## config.mk

```make
export PLATFORM = sky130hd
export DESIGN_NAME = alu_seq
export DESIGN_NICKNAME = d
export VERILOG_FILES = /design/src/rtl/alu_seq.sv
export SDC_FILE = /design/constraint.sdc
export NUM_CORES = 1
export LEC_CHECK = 0
export CAP_MARGIN = 0
export CORE_MARGIN = 2
export CORE_UTILIZATION = 35
export CTS_BUF_LIST = sky130_fd_sc_hd__clkbuf_4
export DETAILED_ROUTE_END_ITERATION = 8
export GPL_TIMING_DRIVEN = 0
export HOLD_SLACK_MARGIN = 0.06
export PLACE_DENSITY = 0.53
export SYNTH_ARGS = -nofsm -noshare
export SYNTH_HDL_FRONTEND = slang
export SYNTH_SLANG_ARGS = --single-unit
export TNS_END_PERCENT = 30
```

## constraint.sdc

```tcl
create_clock -name i_clk -period 2.93 [get_ports i_clk]
set_input_delay 0.586 -clock i_clk [delete_from_list [all_inputs] [get_ports i_clk]]
set_output_delay 0.586 -clock i_clk [all_outputs]
set_load 0.01 [all_outputs]
```

## src/rtl/alu_seq.sv

```systemverilog
// rtl/alu_seq.sv - parametrised sequential ALU with iterative multiply/divide and valid/ready handshake
//
// Ports:
//   i_clk, i_rst_n              clock, asynchronous active-low reset
//   i_op_valid / o_op_ready     request handshake (ready only while idle)
//   i_codop, i_operando1/2      operation code and operands, latched on accept
//   o_res_valid / i_res_ready   result handshake (valid only while done)
//   o_resultado                 result
//   o_zero, o_carry             result == 0; ADD carry-out / SUB borrow
//   o_div_zero, o_bad_op        DIVU/REMU by zero; codop outside 0..8
module alu_seq #(
    parameter int WIDTH = 16
) (
    input  logic             i_clk,
    input  logic             i_rst_n,
    input  logic             i_op_valid,
    output logic             o_op_ready,
    input  logic [3:0]       i_codop,
    input  logic [WIDTH-1:0] i_operando1,
    input  logic [WIDTH-1:0] i_operando2,
    output logic             o_res_valid,
    input  logic             i_res_ready,
    output logic [WIDTH-1:0] o_resultado,
    output logic             o_zero,
    output logic             o_carry,
    output logic             o_div_zero,
    output logic             o_bad_op
);
    localparam int CNT_W = $clog2(WIDTH) + 1;

    typedef enum logic [1:0] {
        S_IDLE = 2'd0,
        S_BUSY = 2'd1,
        S_DONE = 2'd2
    } state_t;

    state_t           r_state;
    state_t           w_next;
    logic [3:0]       r_codop;
    logic [WIDTH-1:0] r_a;      // MUL: multiplicand, shifted left each step
    logic [WIDTH-1:0] r_b;      // MUL: multiplier, shifted right; DIV: divisor
    logic [WIDTH-1:0] r_acc;    // MUL: partial product; DIV: partial remainder
    logic [WIDTH-1:0] r_q;      // DIV: dividend bits shifted out, quotient shifted in
    logic [CNT_W-1:0] r_cnt;
    logic [WIDTH-1:0] r_res;
    logic             r_zero;
    logic             r_carry;
    logic             r_div_zero;
    logic             r_bad_op;

    logic             w_accept;
    logic [WIDTH:0]   w_sum;
    logic [WIDTH:0]   w_dif;
    logic [WIDTH-1:0] w_imm_res;
    logic             w_imm_carry;
    logic             w_imm_dz;
    logic             w_imm_bad;
    logic             w_iter;

    logic [WIDTH-1:0] w_mul_acc;
    logic [WIDTH:0]   w_rem_sh;
    logic [WIDTH:0]   w_rem_dif;
    logic             w_q_bit;
    logic [WIDTH-1:0] w_rem_nx;
    logic [WIDTH-1:0] w_q_nx;
    logic [WIDTH-1:0] w_iter_res;

    assign w_accept = i_op_valid && (r_state == S_IDLE);
    assign w_sum    = {1'b0, i_operando1} + {1'b0, i_operando2};
    assign w_dif    = {1'b0, i_operando1} - {1'b0, i_operando2};

    // Result of everything that completes on the accept edge; w_iter marks
    // the ops that instead need WIDTH iteration steps.
    always_comb begin
        w_imm_res   = '0;
        w_imm_carry = 1'b0;
        w_imm_dz    = 1'b0;
        w_imm_bad   = 1'b0;
        w_iter      = 1'b0;
        case (i_codop)
            4'd0: begin
                w_imm_res   = w_sum[WIDTH-1:0];
                w_imm_carry = w_sum[WIDTH];
            end
            4'd1: begin
                w_imm_res   = w_dif[WIDTH-1:0];
                w_imm_carry = w_dif[WIDTH];
            end
            4'd2: w_imm_res = {{(WIDTH-1){1'b0}}, (i_operando1 > i_operando2)};
            4'd3: w_imm_res = i_operando1 & i_operando2;
            4'd4: w_imm_res = i_operando1 | i_operando2;
            4'd5: w_imm_res = i_operando1 ^ i_operando2;
            4'd6: w_iter = 1'b1;
            4'd7, 4'd8: begin
                if (i_operando2 == '0) begin
                    w_imm_dz  = 1'b1;
                    w_imm_res = (i_codop == 4'd7) ? '1 : i_operando1;
                end else begin
                    w_iter = 1'b1;
                end
            end
            default: w_imm_bad = 1'b1;
        endcase
    end

    // One shift-add (MUL) or restoring-subtract (DIVU/REMU) step. Bit WIDTH of
    // w_rem_dif is the borrow: set when the shifted remainder is below the divisor.
    assign w_mul_acc  = r_acc + (r_b[0] ? r_a : '0);
    assign w_rem_sh   = {r_acc, r_q[WIDTH-1]};
    assign w_rem_dif  = w_rem_sh - {1'b0, r_b};
    assign w_q_bit    = ~w_rem_dif[WIDTH];
    assign w_rem_nx   = w_q_bit ? w_rem_dif[WIDTH-1:0] : w_rem_sh[WIDTH-1:0];
    assign w_q_nx     = {r_q[WIDTH-2:0], w_q_bit};
    assign w_iter_res = (r_codop == 4'd6) ? w_mul_acc :
                        (r_codop == 4'd7) ? w_q_nx    : w_rem_nx;

    always_ff @(posedge i_clk or negedge i_rst_n) begin
        if (!i_rst_n) begin
            r_state <= S_IDLE;
        end else begin
            r_state <= w_next;
        end
    end

    always_comb begin
        w_next = r_state;
        case (r_state)
            S_IDLE: if (w_accept) w_next = w_iter ? S_BUSY : S_DONE;
            S_BUSY: if (r_cnt == '0) w_next = S_DONE;
            S_DONE: if (i_res_ready) w_next = S_IDLE;
            default: w_next = S_IDLE;
        endcase
    end

    always_ff @(posedge i_clk or negedge i_rst_n) begin
        if (!i_rst_n) begin
            r_codop    <= '0;
            r_a        <= '0;
            r_b        <= '0;
            r_acc      <= '0;
            r_q        <= '0;
            r_cnt      <= '0;
            r_res      <= '0;
            r_zero     <= 1'b0;
            r_carry    <= 1'b0;
            r_div_zero <= 1'b0;
            r_bad_op   <= 1'b0;
        end else begin
            case (r_state)
                S_IDLE: begin
                    if (w_accept) begin
                        r_codop <= i_codop;
                        r_a     <= i_operando1;
                        r_b     <= i_operando2;
                        r_acc   <= '0;
                        r_q     <= i_operando1;
                        r_cnt   <= CNT_W'(WIDTH - 1);
                        if (!w_iter) begin
                            r_res      <= w_imm_res;
                            r_zero     <= (w_imm_res == '0);
                            r_carry    <= w_imm_carry;
                            r_div_zero <= w_imm_dz;
                            r_bad_op   <= w_imm_bad;
                        end
                    end
                end
                S_BUSY: begin
                    if (r_codop == 4'd6) begin
                        r_acc <= w_mul_acc;
                        r_a   <= r_a << 1;
                        r_b   <= r_b >> 1;
                    end else begin
                        r_acc <= w_rem_nx;
                        r_q   <= w_q_nx;
                    end
                    if (r_cnt == '0) begin
                        r_res      <= w_iter_res;
                        r_zero     <= (w_iter_res == '0);
                        r_carry    <= 1'b0;
                        r_div_zero <= 1'b0;
                        r_bad_op   <= 1'b0;
                    end else begin
                        r_cnt <= r_cnt - 1'b1;
                    end
                end
                S_DONE: begin
                    // Flags are only meaningful while the result is presented.
                    if (i_res_ready) begin
                        r_zero     <= 1'b0;
                        r_carry    <= 1'b0;
                        r_div_zero <= 1'b0;
                        r_bad_op   <= 1'b0;
                    end
                end
                default: ;
            endcase
        end
    end

    assign o_op_ready  = (r_state == S_IDLE);
    assign o_res_valid = (r_state == S_DONE);
    assign o_resultado = r_res;
    assign o_zero      = r_zero;
    assign o_carry     = r_carry;
    assign o_div_zero  = r_div_zero;
    assign o_bad_op    = r_bad_op;
endmodule

```

=== After elaboration in Yosys (flattened, before gate mapping) ===
Cells that the tools add are included.

* Bits in registers: 95
* Latch bits: 0
* Bits in writable memories: 0
* Bits in read-only memories: 0
* Input bits: 40
* Output and inout bits: 22
* Word-level logic and storage cells: 111
* Memories: 0

* Add/sub/neg operators: 5
* Multipliers: 0
* Div/mod/pow operators: 0
* $lt $le $gt $ge: 1
* Eq/ne operators: 19
* Shift operators: 0
* Muxes and demuxes: 51
* Bitwise logic cells: 4
* Reduce and logical (&&, ||, !) cells: 19

{| class="wikitable"
|+ Operators with widths
! operator !! number
|-
| $mux 16 || 16
|-
| $pmux 16 s2 || 5
|-
| $pmux 16 s7 || 1
|-
| $logic_not 16->1 || 3
|-
| $eq 4x3->1 const B || 6
|-
| $add 16x16->17 || 1
|-
| $sub 16x16->17 || 1
|-
| $sub 17x16->17 || 1
|-
| $add 16x16->16 || 1
|-
| $and 16x16->16 || 1
|-
| $gt 16x16->1 || 1
|-
| $or 16x16->16 || 1
|-
| $xor 16x16->16 || 1
|-
| $mux 1 || 15
|-
| $pmux 1 s3 || 4
|-
| $reduce_and 3->1 || 4
|-
| $mux 5 || 2
|-
| $ne 2x2->1 const B || 5
|-
| $pmux 5 s2 || 1
|-
| $reduce_or 9->1 || 1
|-
| $eq 4x2->1 const B || 2
|-
| $mux 2 || 4
|-
| $pmux 2 s3 || 1
|-
| $logic_not 5->1 || 1
|-
| other kinds (17) || 20
|}

=== Longest topological paths before layout ===
* Depth after elaboration: 8
* Gate-level depth with buffers: 15
* Gate-level depth less buffers: 13

=== Least setup slack after synthesis ===
OpenSTA, ideal clock, no wires.

* Path kind: register to register
* From: register r_b[0]
* To: register r_zero, in the netlist o_zero
* Setup time: 0.103 ns
* Arrival time: 3.128 ns
* Required time: 2.827 ns
* Path slack: -0.301 ns
* Cell stages (with the launch flop): 13
* Path buffers: 0
* Period minus slack after synthesis: 3.231 ns
* Path through: dfrtp_1 -> and2_1 -> ha_1 -> fa_1 -> a211oi_1 -> o21ai_0 -> a2111oi_0 -> nor3_1 -> xnor2_1 -> o21ai_0 -> a21boi_0 -> or3_1 -> o41ai_2

* Longest elaborated chain between the ends: 7
* Elaborated cells on any way between the ends: 10
* Those cells by class: 2 x add/sub; 6 x mux; 1 x bitwise; 1 x reduce/logical

{| class="wikitable"
|+ RTL lines
! element !! RTL line !! source
|-
| start: declaration || 41 || <nowiki>logic [WIDTH-1:0] r_b;</nowiki>
|-
| start signal: assignment || 154 || <nowiki>r_b <= i_operando2;</nowiki>
|-
| start signal: assignment || 171 || <nowiki>r_b <= r_b >> 1;</nowiki>
|-
| $sub 17x16->17 || 110 || <nowiki>assign w_rem_dif = w_rem_sh - {1'b0, r_b};</nowiki>
|-
| $mux 16 or $not 1->1 (tied branches) || 112, 111 ||
|-
| $mux 16 || 115 || <nowiki>(r_codop == 4'd7) ? w_q_nx : w_rem_nx;</nowiki>
|-
| $mux 16 * || 114 || <nowiki>assign w_iter_res = (r_codop == 4'd6) ? w_mul_acc :</nowiki>
|-
| $logic_not 16->1 * || 178 || <nowiki>r_zero <= (w_iter_res == '0);</nowiki>
|-
| $mux 1 * || 176 || <nowiki>if (r_cnt == '0) begin</nowiki>
|-
| $pmux 1 s3 * || 149 || <nowiki>case (r_state)</nowiki>
|-
| end signal: assignment || 160 || <nowiki>r_zero <= (w_imm_res == '0);</nowiki>
|-
| end signal: assignment || 178 ||
|-
| end: declaration || 46 || <nowiki>logic r_zero;</nowiki>
|}

Mark *: on every way between the ends. The rest lies on a longest branch, timed or not. The select of a mux whose other input is x is not followed.
A chain may end at the register's enable or synchronous reset.

=== Worst setup path in the final report ===
* From: register r_acc[10]
* To: register r_zero, in the netlist o_zero

* Longest elaborated chain between the ends: 7
* Elaborated cells on any way between the ends: 9
* Those cells by class: 2 x add/sub; 5 x mux; 1 x bitwise; 1 x reduce/logical

{| class="wikitable"
|+ RTL lines
! element !! RTL line !! source
|-
| start: declaration || 42 || <nowiki>logic [WIDTH-1:0] r_acc;</nowiki>
|-
| start signal: assignment || 169 || <nowiki>r_acc <= w_mul_acc;</nowiki>
|-
| start signal: assignment || 173 || <nowiki>r_acc <= w_rem_nx;</nowiki>
|-
| $sub 17x16->17 || 110 ||
|-
| $mux 16 or $not 1->1 (tied branches) || 112, 111 ||
|-
| $mux 16 || 115 ||
|-
| $mux 16 * || 114 ||
|-
| $logic_not 16->1 * || 178 ||
|-
| $mux 1 * || 176 ||
|-
| $pmux 1 s3 * || 149 ||
|}

Marked as above.

==> run_results.csv <==
group,metric,value,unit
outcome,status,"complete, but fails checks",
outcome,violations,"setup timing",
sta,setup_viol,35,
logic_synthesis,ys.flop_type,"dfrtp_1",
placement,placed_cell_area,11000,um2
min_path,hp-class,"flip-flop to flip-flop",
logic_synthesis,yosys.cell_types.count,92,
worst_setup_path,crit_required,3.34,ns
logic_synthesis,yosysSeqAreaShare,24.1,%
cells_and_area,final_core_util,44.2,%
drt,firstDrtPassIters,5,
drt,ant_nets,0,
global_route,grt_max_degree,69,
clock_tree,cts_max_level,3,
clock_tree,clk-insertion-delay-late,0.51,ns
floorplan,initial_core_util,35.6,%
floorplan,die_w,172,um
drt,wl_per_cell,23.2,um
logic_synthesis,syn_nets,1399,
cells_and_area,final_area,12300,um2
sta,worst_clock_skew,0.0308,ns
worst_setup_path,rr_endpoint,"o_zero",
floorplan,core,27800,um2
run,drv_cap,0,
placement,gp_congestion,0.970,
worst_setup_path,path_class,"flip-flop to flip-flop",
sta,period_needed,3.65,ns
sta,hold_viol_final,0,
sta,final.period_utilization,125,%
drt,drcViolationCount,0,
logic_synthesis,synthCells,1267,
worst_setup_path,worstPathArrival,4.06,ns
clock_tree,cts_tree,"done",
logic_synthesis,ys_warn_count,0,
sta,relSlewSlack,27.7,%
logic_synthesis,syn_avg_cell_area,7.80,um2
worst_setup_path,crit_fanout,7,
global_route,grt_first_pass_wirelength,60.9,mm
power,p_leak,0.00525,uW
power,p_per_area,822,nW/um2
cells_and_area,areaGrowthSynthToFinish,24.4,%
clock_tree,path_clk_slew,0.19,ns
clock_tree,cts_sinks,95,
sta,rsz0062_at_grt,"true",
drt,route.vias.total,10600,
sta,worst_slew_pin_slew,1.08,ns
floorplan,die_y,172,um
drt,wl,41.1,mm
floorplan,ios,62,
cells_and_area,final_cell_mix,"149 x a21oi_1, 139 x nor2_1, 94 x dfrtp_1, 89 x nand2_1, 81 x ha_1",
placement,dpl.hpwl,31.4,mm
power,ir_worst_vdd,0.514,mV
cells_and_area,drive_above_1_share,15.9,%
logic_synthesis,synth_area,9880,um2
worst_setup_path,rr_worst_depth,13,
drt,drt_iter0_markers,1183,
logic_synthesis,synth_seq_cells,95,
worst_setup_path,reg2reg_setup_slack,-0.72,ns
global_route,first_global_vias,10100,
worst_setup_path,start_kind,"flip-flop",
min_path,worstHoldStart,"r_codop[1]",
cells_and_area,final_nets,1519,
cells_and_area,layout_commonest_cell,"a21oi_1",
logic_synthesis,synth_edf_count,0,
floorplan,dieArea,29600,um2
logic_synthesis,async_flop_share,100,%
global_route,grtUsageTotal,27.6,%
sta,setup_ws,-0.721,ns
min_path,min_path_cells,2,
min_path,hold_end,"r_codop[1]",
clock_tree,clk_path_buf_depth,2,
placement,port_buffers,59,
global_route,gr-total-overflow,0,
sta,maxSlewViolCount,0,
clock_tree,cts_buffers,9,
clock_tree,ctsRootBufferMaster,"clkbuf_4",
floorplan,num_rows,61,
global_route,antenna_found_initial,1,
worst_setup_path,r2r-start,"r_acc[10]",
worst_setup_path,endpoint_kind,"flip-flop",
drt,via_per_inst,6.01,
sta,max_freq,274,MHz
power breakdown:
group	switching [uW]	internal (uW)
clock	568	288
combinational	4170	2720
sequential	545	1830
total	5280	4830
registers in the layout, summed over array words and instances (netlist names):
| name | count |
|---|---|
| r_b | 16 |
| r_codop | 4 |
| r_state | 2 |
| o_bad_op | 1 |
| o_zero | 1 |
| o_div_zero | 1 |
| r_acc | 16 |
| o_resultado | 16 |
| o_carry | 1 |
| r_q | 16 |
| r_cnt | 5 |
| r_a | 16 |
routing by layer:
| metal | vias to the layer above | track usage, % | share of wire, % |
|---|---|---|---|
| li1 | 4889 | - | - |
| met1 | 5205 | 38.8 | 45 |
| met2 | 465 | 41.9 | 44 |
| met3 | 79 | 5.31 | 7.9 |
| met4 | 0 | 10.3 | 3.3 |
| met5 | - | 0 | 0 |
metrics by stage:
step,total power (uW),setup TNS [ns],hold slack (ns),setup slack [ns],cells
finish,10100,-12.25,0.509,-0.721,1771
global placement,7990,-288.39,0.464,-2.64,1704
detailed placement,8010,-38.29,0.468,-1.64,1705
floorplan,6000,-0.134,0.290,-0.126,1267
global route,10700,-15.95,0.529,-0.831,1771
CTS,9600,-9.33,0.510,-0.636,1762
Yosys cell counts (10+ instances only):
cell type	instances	share of area, %
a21oi_1	157	8.0
nor2_1	142	5.4
nand2_1	96	3.6
dfrtp_1	95	24
ha_1	88	11
inv_1	81	3.1
o21ai_0	75	3.8
clkbuf_1	54	2.1
mux2i_1	32	3.2
nor3_1	27	1.4
o211ai_1	25	1.9
a211oi_1	23	1.7
a21o_1	19	1.4
and2_1	19	1.2
nand3_1	18	0.91
xor2_1	17	1.5
nand2b_1	15	0.95
xnor2_1	15	1.3
buf_2	11	0.56
nor2b_1	11	0.70
a221oi_1	10	0.89
and3_1	10	0.63
nor4_1	10	0.63
o2111ai_1	10	0.89
area by class of cell:
class                           count  area [um2]
Fill cell                        2839       15500
Multi-Input combinational cell   1015        7460
Sequential cell                    95        2380
Timing Repair Buffer              114        1140
Tap cell                          378         473
Buffer                             71         364
Inverter                           81         304
Clock inverter                      7        96.3
Clock buffer                        9        67.6
Antenna cell                        1        2.50
worst max-delay path: stages, from the launching register on:
cell and delay, ns:
dfrtp_1 0.55, ha_1 0.34, clkbuf_1 0.24, nand2_1 0.09
o21ai_1 0.46, a22o_1 0.29, a21o_1 0.18, a21oi_4 0.05
buf_6 0.14, buf_6 0.12, o311a_1 0.36, a2111oi_4 0.29
nand4_1 0.20, o41ai_2 0.23
worst max-delay path by stage:
stage,startpoint,endpoint,cells after the start
floorplan,r_q[15],o_zero,14
global placement,i_rst_n,o_carry,1
detailed placement,i_operando1[0],o_zero,12
CTS,r_q[15],o_zero,13
global route,i_operando2[10],o_zero,12
finish,r_acc[10],o_zero,13
logic make-up (layout without fill, tap and decap cells):
family	after synthesis	after routing	share of synthesized area, %
buf+inv	157	282	6.52
flops	95	95	24.1
simple gates	399	399	19.7
xor+xnor	32	32	2.84
mux	37	37	3.81
other cells	0	1	0
fa+ha+maj	92	92	12.0
compound gates	455	455	31.0
timing repair:
action,CTS,global route
hold endpoints to repair,27,0
setup buffers,44,11
cloned,1,0
resized for setup,117,67
pin swaps,29,32
hold buffers,1,0
endpoints found under the setup margin,66,71
Note: power is estimated with default switching activity, not from simulation.
